`config.mk`:
```
export PLATFORM = sky130hd
export DESIGN_NAME = adpll_tx_sym_gen_flat
export DESIGN_NICKNAME = d
export VERILOG_FILES = /design/src/rtl/adpll_pkg.sv /design/src/rtl/adpll_tx_sym_gen_if.sv /design/src/rtl/adpll_sym_fifo.sv /design/src/rtl/adpll_tx_sym_gen.sv /design/src/flat_wrapper.sv
export SDC_FILE = /design/constraint.sdc
export NUM_CORES = 1
export LEC_CHECK = 0
export CORE_MARGIN = 2
export CORE_UTILIZATION = 35
export CTS_BUF_LIST = sky130_fd_sc_hd__clkbuf_4 sky130_fd_sc_hd__clkbuf_8
export DETAILED_ROUTE_END_ITERATION = 6
export GPL_ROUTABILITY_DRIVEN = 0
export PLACE_DENSITY = 0.62
export SLEW_MARGIN = 10
export SYNTH_ARGS = -nofsm -noshare
export SYNTH_HDL_FRONTEND = slang
export SYNTH_SLANG_ARGS = --single-unit
```
`constraint.sdc`:
```
create_clock -name clk -period 3.75 [get_ports clk]
set_clock_uncertainty 0.2 [all_clocks]
set_input_delay 0.375 -clock clk [delete_from_list [all_inputs] [get_ports clk]]
set_output_delay 0.375 -clock clk [all_outputs]
set_load 0.01 [all_outputs]
```
`src/rtl/adpll_pkg.sv`:
```
// adpll_pkg
// Shared constants and types for the ADPLL TX symbol sequencer.
//   - ADPLL mode encodings (PD/TEST/RX/TX)
//   - register bus addresses of the sequencer
//   - tx_state_t: sequencer state (IDLE, ARMED, RUN)
package adpll_pkg;

  localparam logic [1:0] MODE_PD   = 2'd0;
  localparam logic [1:0] MODE_TEST = 2'd1;
  localparam logic [1:0] MODE_RX   = 2'd2;
  localparam logic [1:0] MODE_TX   = 2'd3;

  localparam logic [4:0] ADDR_CTRL     = 5'd0;
  localparam logic [4:0] ADDR_PERIOD   = 5'd1;
  localparam logic [4:0] ADDR_DATA     = 5'd2;
  localparam logic [4:0] ADDR_IDLE_SYM = 5'd3;
  localparam logic [4:0] ADDR_CLR      = 5'd4;

  typedef enum logic [1:0] {
    IDLE  = 2'd0,
    ARMED = 2'd1,
    RUN   = 2'd2
  } tx_state_t;

endpackage

```
`src/rtl/adpll_tx_sym_gen_if.sv`:
```
// adpll_tx_sym_gen_if
// CPU register bus used to program the TX symbol sequencer.
//   sel      : access select (one cycle per access)
//   write    : write strobe, qualified by sel
//   address  : register address
//   data_in  : write data
//   ready    : registered access-complete pulse from the slave
// Modports: master (CPU side), slave (sequencer side).
interface adpll_tx_sym_gen_if;
  logic        sel;
  logic        write;
  logic [4:0]  address;
  logic [31:0] data_in;
  logic        ready;

  modport master (output sel, output write, output address, output data_in, input ready);
  modport slave  (input sel, input write, input address, input data_in, output ready);
endinterface

```
`src/rtl/adpll_sym_fifo.sv`:
```
// adpll_sym_fifo
// Synchronous symbol FIFO with registered full/empty flags.
//   clk, rst : clock, asynchronous active-low reset (empties the FIFO)
//   push     : write din; dropped when full unless a pop happens the same cycle
//   pop      : advance read pointer; ignored when empty (no bypass)
//   flush    : empty the FIFO; overrides a same-cycle push/pop
//   din      : write data (WIDTH bits)
//   dout     : head-of-FIFO data (valid when !empty)
//   full     : DEPTH entries stored
//   empty    : no entries stored
module adpll_sym_fifo #(
  parameter int DEPTH = 16,
  parameter int WIDTH = 1
) (
  input  logic             clk,
  input  logic             rst,
  input  logic             push,
  input  logic             pop,
  input  logic             flush,
  input  logic [WIDTH-1:0] din,
  output logic [WIDTH-1:0] dout,
  output logic             full,
  output logic             empty
);

  localparam int AW = $clog2(DEPTH);
  localparam int CW = AW + 1;

  logic [WIDTH-1:0] mem [DEPTH];
  logic [AW-1:0]    wr_ptr;
  logic [AW-1:0]    rd_ptr;
  logic [CW-1:0]    count;
  logic [CW-1:0]    count_nxt;
  logic             do_push;
  logic             do_pop;

  // A full FIFO still accepts a push when the same cycle frees a slot.
  assign do_pop    = pop && !empty;
  assign do_push   = push && (!full || do_pop);
  assign count_nxt = count + CW'(do_push) - CW'(do_pop);
  assign dout      = mem[rd_ptr];

  always_ff @(posedge clk or negedge rst) begin
    if (!rst) begin
      wr_ptr <= '0;
      rd_ptr <= '0;
      count  <= '0;
      full   <= 1'b0;
      empty  <= 1'b1;
    end else if (flush) begin
      wr_ptr <= '0;
      rd_ptr <= '0;
      count  <= '0;
      full   <= 1'b0;
      empty  <= 1'b1;
    end else begin
      if (do_push) wr_ptr <= wr_ptr + 1'b1;
      if (do_pop)  rd_ptr <= rd_ptr + 1'b1;
      count <= count_nxt;
      full  <= (count_nxt == CW'(DEPTH));
      empty <= (count_nxt == '0);
    end
  end

  always_ff @(posedge clk) begin
    if (do_push && !flush) mem[wr_ptr] <= din;
  end

endmodule

```
`src/rtl/adpll_tx_sym_gen.sv`:
```
// adpll_tx_sym_gen
// TX symbol sequencer: CPU-loaded symbol FIFO played out on data_mod at a
// programmable symbol period once the ADPLL is locked in TX mode.
// Optional feature macro: ADPLL_TX_PRBS_EN (PRBS9 symbol source, CTRL bit3).
//   clk          : reference clock
//   rst          : asynchronous active-low reset
//   en           : block enable (low forces IDLE)
//   adpll_mode   : PD/TEST/RX/TX mode of the loop
//   channel_lock : lock flag from adpll_ctr
//   bus          : CPU register bus (slave modport)
//   data_mod     : current symbol
//   sym_strobe   : one-cycle pulse per new symbol
//   fifo_full    : FIFO full flag
//   fifo_empty   : FIFO empty flag
//   underrun     : sticky, symbol needed while FIFO empty
//   overflow     : sticky, DATA write while full
//   running      : high in RUN
module adpll_tx_sym_gen
  import adpll_pkg::*;
#(
  parameter int DEPTH    = 16,
  parameter int SYM_BITS = 1,
  parameter int CNT_W    = 8
) (
  input  logic                clk,
  input  logic                rst,
  input  logic                en,
  input  logic [1:0]          adpll_mode,
  input  logic                channel_lock,
  adpll_tx_sym_gen_if.slave   bus,
  output logic [SYM_BITS-1:0] data_mod,
  output logic                sym_strobe,
  output logic                fifo_full,
  output logic                fifo_empty,
  output logic                underrun,
  output logic                overflow,
  output logic                running
);

  tx_state_t           state;
  logic [CNT_W-1:0]    cnt;
  logic [CNT_W-1:0]    period;
  logic [SYM_BITS-1:0] idle_sym;
  logic [SYM_BITS-1:0] fifo_dout;
  logic [SYM_BITS-1:0] next_sym;
  logic                ready_r;
  logic                acc, wr_ctrl;
  logic                start_req, stop_req, flush_req, push_req;
  logic                clr_und, clr_ovf;
  logic                lock_ok, exit_run, exit_arm;
  logic                pop_slot, fifo_pop, starve, ovf_set;
  logic                unused_bits;

  assign unused_bits = ^bus.data_in;

  assign acc       = bus.sel && bus.write;
  assign wr_ctrl   = acc && (bus.address == ADDR_CTRL);
  // STOP in the same access as START cancels the START.
  assign start_req = wr_ctrl && bus.data_in[0] && !bus.data_in[1];
  assign stop_req  = wr_ctrl && bus.data_in[1];
  assign flush_req = wr_ctrl && bus.data_in[2];
  assign push_req  = acc && (bus.address == ADDR_DATA);
  assign clr_und   = acc && (bus.address == ADDR_CLR) && bus.data_in[0];
  assign clr_ovf   = acc && (bus.address == ADDR_CLR) && bus.data_in[1];

  assign lock_ok  = channel_lock && (adpll_mode == MODE_TX) && en;
  assign exit_run = stop_req || !lock_ok;
  assign exit_arm = stop_req || !en;
  assign pop_slot = (state == RUN) && !exit_run && (cnt == '0);

`ifdef ADPLL_TX_PRBS_EN
  logic       prbs_sel;
  logic [8:0] prbs;

  assign fifo_pop = pop_slot && !prbs_sel;
  assign next_sym = prbs_sel ? prbs[SYM_BITS-1:0] : (fifo_empty ? idle_sym : fifo_dout);

  // PRBS9 x^9+x^5+1, right-shifting so the seed bits come out first.
  always_ff @(posedge clk or negedge rst) begin
    if (!rst) begin
      prbs_sel <= 1'b0;
      prbs     <= 9'h1FF;
    end else begin
      if (wr_ctrl) prbs_sel <= bus.data_in[3];
      if (start_req && en)          prbs <= 9'h1FF;
      else if (pop_slot && prbs_sel) prbs <= {prbs[0] ^ prbs[4], prbs[8:1]};
    end
  end
`else
  assign fifo_pop = pop_slot;
  assign next_sym = fifo_empty ? idle_sym : fifo_dout;
`endif

  assign starve  = fifo_pop && fifo_empty;
  assign ovf_set = push_req && fifo_full && !(fifo_pop && !fifo_empty);

  adpll_sym_fifo #(
    .DEPTH (DEPTH),
    .WIDTH (SYM_BITS)
  ) u_fifo (
    .clk   (clk),
    .rst   (rst),
    .push  (push_req),
    .pop   (fifo_pop),
    .flush (flush_req),
    .din   (bus.data_in[SYM_BITS-1:0]),
    .dout  (fifo_dout),
    .full  (fifo_full),
    .empty (fifo_empty)
  );

  assign bus.ready = ready_r;

  always_ff @(posedge clk or negedge rst) begin
    if (!rst) begin
      ready_r  <= 1'b0;
      period   <= CNT_W'(31);
      idle_sym <= '0;
      underrun <= 1'b0;
      overflow <= 1'b0;
    end else begin
      ready_r <= bus.sel;
      if (acc && (bus.address == ADDR_PERIOD))   period   <= bus.data_in[CNT_W-1:0];
      if (acc && (bus.address == ADDR_IDLE_SYM)) idle_sym <= bus.data_in[SYM_BITS-1:0];
      // A set wins over a same-cycle clear.
      if (starve)       underrun <= 1'b1;
      else if (clr_und) underrun <= 1'b0;
      if (ovf_set)      overflow <= 1'b1;
      else if (clr_ovf) overflow <= 1'b0;
    end
  end

  // Sequencer: entering RUN loads cnt=0 so the first pop lands one edge later.
  always_ff @(posedge clk or negedge rst) begin
    if (!rst) begin
      state      <= IDLE;
      cnt        <= '0;
      data_mod   <= '0;
      sym_strobe <= 1'b0;
      running    <= 1'b0;
    end else begin
      sym_strobe <= 1'b0;
      case (state)
        IDLE: begin
          data_mod <= idle_sym;
          if (start_req && en) state <= ARMED;
        end
        ARMED: begin
          data_mod <= idle_sym;
          if (exit_arm) begin
            state <= IDLE;
          end else if (lock_ok) begin
            state   <= RUN;
            running <= 1'b1;
            cnt     <= '0;
          end
        end
        RUN: begin
          if (exit_run) begin
            state    <= IDLE;
            running  <= 1'b0;
            data_mod <= idle_sym;
          end else if (cnt == '0) begin
            data_mod   <= next_sym;
            sym_strobe <= 1'b1;
            cnt        <= period;
          end else begin
            cnt <= cnt - 1'b1;
          end
        end
        default: begin
          state   <= IDLE;
          running <= 1'b0;
        end
      endcase
    end
  end

endmodule

```
`src/flat_wrapper.sv`:
```
// flat-port wrapper written by rule: the top's interface ports become plain ports
module adpll_tx_sym_gen_flat import adpll_pkg::*;
#(
  parameter int DEPTH    = 16,
  parameter int SYM_BITS = 1,
  parameter int CNT_W    = 8
)
  (clk, rst, en, adpll_mode, channel_lock, data_mod, sym_strobe, fifo_full, fifo_empty, underrun, overflow, running, bus_sel, bus_write, bus_address, bus_data_in, bus_ready);
  adpll_tx_sym_gen_if bus_i ();
  input  logic clk;
  input  logic rst;
  input  logic en;
  input  logic [1:0] adpll_mode;
  input  logic channel_lock;
  output logic [SYM_BITS-1:0] data_mod;
  output logic sym_strobe;
  output logic fifo_full;
  output logic fifo_empty;
  output logic underrun;
  output logic overflow;
  output logic running;
  input wire logic [$bits(bus_i.sel)-1:0] bus_sel;
  input wire logic [$bits(bus_i.write)-1:0] bus_write;
  input wire logic [$bits(bus_i.address)-1:0] bus_address;
  input wire logic [$bits(bus_i.data_in)-1:0] bus_data_in;
  output wire logic [$bits(bus_i.ready)-1:0] bus_ready;
  assign bus_i.sel = bus_sel;
  assign bus_i.write = bus_write;
  assign bus_i.address = bus_address;
  assign bus_i.data_in = bus_data_in;
  assign bus_ready = bus_i.ready;
  adpll_tx_sym_gen #(.DEPTH(DEPTH), .SYM_BITS(SYM_BITS), .CNT_W(CNT_W)) u_core (.clk(clk), .rst(rst), .en(en), .adpll_mode(adpll_mode), .channel_lock(channel_lock), .bus(bus_i), .data_mod(data_mod), .sym_strobe(sym_strobe), .fifo_full(fifo_full), .fifo_empty(fifo_empty), .underrun(underrun), .overflow(overflow), .running(running));
endmodule
```
==> run summary <==
=================================================================================================
Final core area utilization ........................................................        42.6%
Post-detailed-route DRC marker count ...............................................            0
Leading register cell type out of synthesis ........................................ sky130_fd_sc_hd__dfrtp_1
Depth of the CTS H-tree ............................................................            2
Number of antenna violations at the first check in global routing ..................            0
Dominant cell type by area after synthesis ......................................... sky130_fd_sc_hd__dfrtp_1
Gate Count Post-Synth ..............................................................          264
Internal Pwr Total .................................................................      1.05 mW
Number of nets produced by synthesis ...............................................          322
GRT Residual Overflow ..............................................................            0
Worst hold slack ...................................................................   -0.0185 ns
F_max ..............................................................................      301 MHz
Switching power as a share of total power ..........................................        27.1%
Worst setup EP type ................................................................    flip-flop
Clock tree root driver cell ........................................................ sky130_fd_sc_hd__clkbuf_8
Number of max-capacitance violations reported ......................................            0
Start-to-end type of the worst setup path ..........................................   reg -> reg
Tot GR Track Use ...................................................................        13.3%
Synth top area share ...............................................................        28.2%
Worst skew pair latency ............................................................      0.31 ns
Startpoint Class ...................................................................    flip-flop
Fraction of layout cells with a size suffix above 1 ................................        16.7%
Yosys Warn Count ...................................................................            0
Netlist Area Pre-Place ............................................................. 0.00302 sq mm
Data arrival time of the worst path ................................................      3.36 ns
Dominant cells by area after synthesis ............................................. sky130_fd_sc_hd__dfrtp_1, sky130_fd_sc_hd__edfxtp_1, sky130_fd_sc_hd__dfstp_2, sky130_fd_sc_hd__ha_1, sky130_fd_sc_hd__mux2_2
CTS Buf Count ......................................................................            5
Wire length of the first global-routing pass .......................................      10.3 mm
Cell with the largest stage delay on the worst path ................................ sky130_fd_sc_hd__dfrtp_1
Post-CTS setup buffers .............................................................            0
Vias post-DR .......................................................................         2113
Per-cell via count in the routed design ............................................         5.23
Chip Width .........................................................................      96.8 um
PnR Total Power ....................................................................      1.43 mW
Synth-to-layout area growth ........................................................        17.3%
Max transition margin ..............................................................        39.9%
Number of pins with negative max-slew slack in the final report ....................            0
Leakage power of the design ........................................................      1.40 nW
ANT cells ..........................................................................            0
Sinks on the clock net .............................................................           56
Type of the most critical hold path ................................................  in -> async
Clock-pin slew on the worst setup and hold paths ...................................      0.10 ns
Actual slew at the worst max-slew pin ..............................................     0.901 ns
Boundary pin count .................................................................           53
Largest net degree at the start of global routing ..................................           41
Power density of the placed cells ..................................................  405 mW/mm^2
Period Utilization, post-route .....................................................        88.6%
Max FO, Critical Path ..............................................................            6
Core Area .......................................................................... 0.00830 sq mm
Part of the Yosys area used for sequential elements ................................        49.4%
Status ............................................................................. finished, violations left
Dpl hpwl ...........................................................................      4.40 mm
Vias in the first global route .....................................................         2077
Starting density of the core .......................................................        36.3%
Detail Route Antenna Nets ..........................................................            0
Unrepaired setup endpoints after global routing ....................................        false
Buffers and inverters on the worst path ............................................            1
Clock period minus worst slack .....................................................      3.32 ns
Average wire per cell in the routed design .........................................      14.8 um
Synth async-reset ratio ............................................................        71.4%
Count of cells resized by post-cts repair ..........................................            0
Avg Inst Size Synth ................................................................   11.4 sq um
CTS tree ...........................................................................        built
I/O Buffers ........................................................................           28
Synthesis-stage register bit count .................................................           56
1st-pass router iterations .........................................................            4
Number of setup violations in the final report .....................................            0
Worst path most repeated cell ...................................................... sky130_fd_sc_hd__ha_1
Req. time, crit path ...............................................................      3.79 ns
Number of hold violations in the final report ......................................           13
Die ar. ............................................................................ 0.00937 sq mm
Slowest cell delay on critical path ................................................      0.48 ns
Violations in the final reports .................................................... negative hold slack
Std cell rows ......................................................................           33
Total routed wirelength ............................................................      5.98 mm
Maximum resistive drop on vdd ......................................................     0.223 mV
Die height .........................................................................      96.8 um
Share of total power in the clock network ..........................................        27.5%
Sw Pwr .............................................................................       389 uW
Number of distinct library cell variants in the gate-level netlist after synthesis .           51
Power share of the sequential group ................................................        50.4%
Clock buffer depth .................................................................            2
Cts-stage hold buffer count ........................................................            0
Number of enable flip-flop cells after synthesis ...................................           16
Combinational power share ..........................................................        22.1%
DRC violation total after the first TritonRoute iteration ..........................          110
Setup TNS ..........................................................................         0 ns
Nets ...............................................................................          356
CP Cell Sequence ................................................................... nor4_4 -> and4bb_1 -> a31oi_4 -> nand2b_4 -> ha_1 -> inv_1 -> ha_1 -> fa_1 -> a21o_1 -> a21oi_1 -> xnor2_1 -> nand2_1 -> nor2b_1
Gate family responsible for the most delay along the worst path .................... simple AND/OR/NAND/NOR gates
=================================================================================================
## power by group through the flow
stage	Clock [mW]	Sequential, mW	Combinational [mW]
after floorplan	0	0.728	0.223
after global placement	0	0.734	0.311
after detailed placement	0	0.736	0.321
after CTS	0.409	0.724	0.323
after global routing	0.434	0.732	0.366
final	0.395	0.723	0.316
## kinds of logic (layout without fill, tap and decap cells)
kind of cell,count (synthesis),after routing,synth area share [%]
DFF,56,56,49.4
muxes,20,20,8.71
xor gates and xnor gates,6,6,1.74
buffers and inverters,25,60,3.94
and+or+nand+nor,95,95,20.4
AOI/OAI and AO/OA,49,49,10.2
adders and majority gates,13,13,5.64
## state kept, by name, indices dropped and copies added (netlist names)
signal	count
u_core.u_fifo.wr_ptr	4
u_core.data_mod	1
u_core.period	8
u_core.u_fifo.mem	16
u_core.sym_strobe	1
u_core.u_fifo.full	1
u_core.u_fifo.empty	1
u_core.overflow	1
u_core.idle_sym	1
u_core.u_fifo.count	5
u_core.underrun	1
u_core.bus.ready	1
u_core.state	2
u_core.u_fifo.rd_ptr	4
u_core.cnt	8
u_core.running	1
## path summary, 6_finish.rpt
check	start	endpoint	slack, ns	cells after the start
worst max-delay path	u_core.cnt[2]$_DFFE_PN0P_	u_core.u_fifo.full$_DFF_PN0_	0.43	13
worst min register to register	u_core.cnt[7]$_DFFE_PN0P_	u_core.cnt[7]$_DFFE_PN0P_	0.31	1
worst max register to register	u_core.cnt[2]$_DFFE_PN0P_	u_core.u_fifo.full$_DFF_PN0_	0.43	13
max in group asynchronous	rst	u_core.u_fifo.wr_ptr[3]$_DFFE_PN0P_	2.80	1
worst min-delay path	rst	u_core.running$_DFFE_PN0P_	-0.02	1
min in group clk	u_core.cnt[7]$_DFFE_PN0P_	u_core.cnt[7]$_DFFE_PN0P_	0.31	1
## routing by layer
layer | vias to the layer above | track usage [%] | part of all wire, %
li1 | 1036 | - | -
met1 | 1047 | 19.2 | 48
met2 | 25 | 20.4 | 48
met3 | 5 | 2.38 | 2.9
met4 | 0 | 3.90 | 1.3
met5 | - | 0 | 0
## cells in the final DEF, fill, tap and decap left out, drive strengths merged, types with 6 or more instances in the layout
master	n
dfrtp	34
clkdlybuf4s50	27
nand2	20
o21ai	17
edfxtp	16
inv	15
a21oi	15
nor4	15
nor2	14
ha	12
mux2	10
buf	10
and2	6
nor3	6
mux2i	6
dfstp	6
## cell usage after synthesis, drive strengths merged (10+ instances only)
library cell and n:
o21ai 17, inv 15, nand2 20, ha 12
nor4 15, mux2 10, edfxtp 16, nor2 14
a21oi 15, dfrtp 34
## worst reg2reg max path: stages (launching register included)
cell	delay, ns
sky130_fd_sc_hd__dfrtp_1	0.48
sky130_fd_sc_hd__nor4_4	0.38
sky130_fd_sc_hd__and4bb_1	0.32
sky130_fd_sc_hd__a31oi_4	0.10
sky130_fd_sc_hd__nand2b_4	0.16
sky130_fd_sc_hd__ha_1	0.27
sky130_fd_sc_hd__inv_1	0.04
sky130_fd_sc_hd__ha_1	0.19
sky130_fd_sc_hd__fa_1	0.41
sky130_fd_sc_hd__a21o_1	0.18
sky130_fd_sc_hd__a21oi_1	0.17
sky130_fd_sc_hd__xnor2_1	0.14
sky130_fd_sc_hd__nand2_1	0.10
sky130_fd_sc_hd__nor2b_1	0.12
## area by class of cell
class                   instances  area [sq um]
well taps                     105           131
clock inverters                 3          42.5
repair buffers                 37           343
flip-flops and latches         56          1490
inverters                      15          56.3
clock buffers                   5          68.8
multi-input cells             183          1410
fillers                       785          4760
## per-stage QoR
step | hold WS, ns | worst slack (ns) | cell area [sq um] | instances
final | -0.0185 | 0.427 | 3540 | 404
after global routing | 0.0414 | 0.157 | 3540 | 404
after CTS | 0.0184 | 0.391 | 3540 | 404
after detailed placement | 0.291 | 0.179 | 3430 | 396
after global placement | 0.291 | 0.192 | 3430 | 396
after floorplan | -0.121 | 0.318 | 3020 | 264
Note: power is estimated with default switching activity, not from simulation.
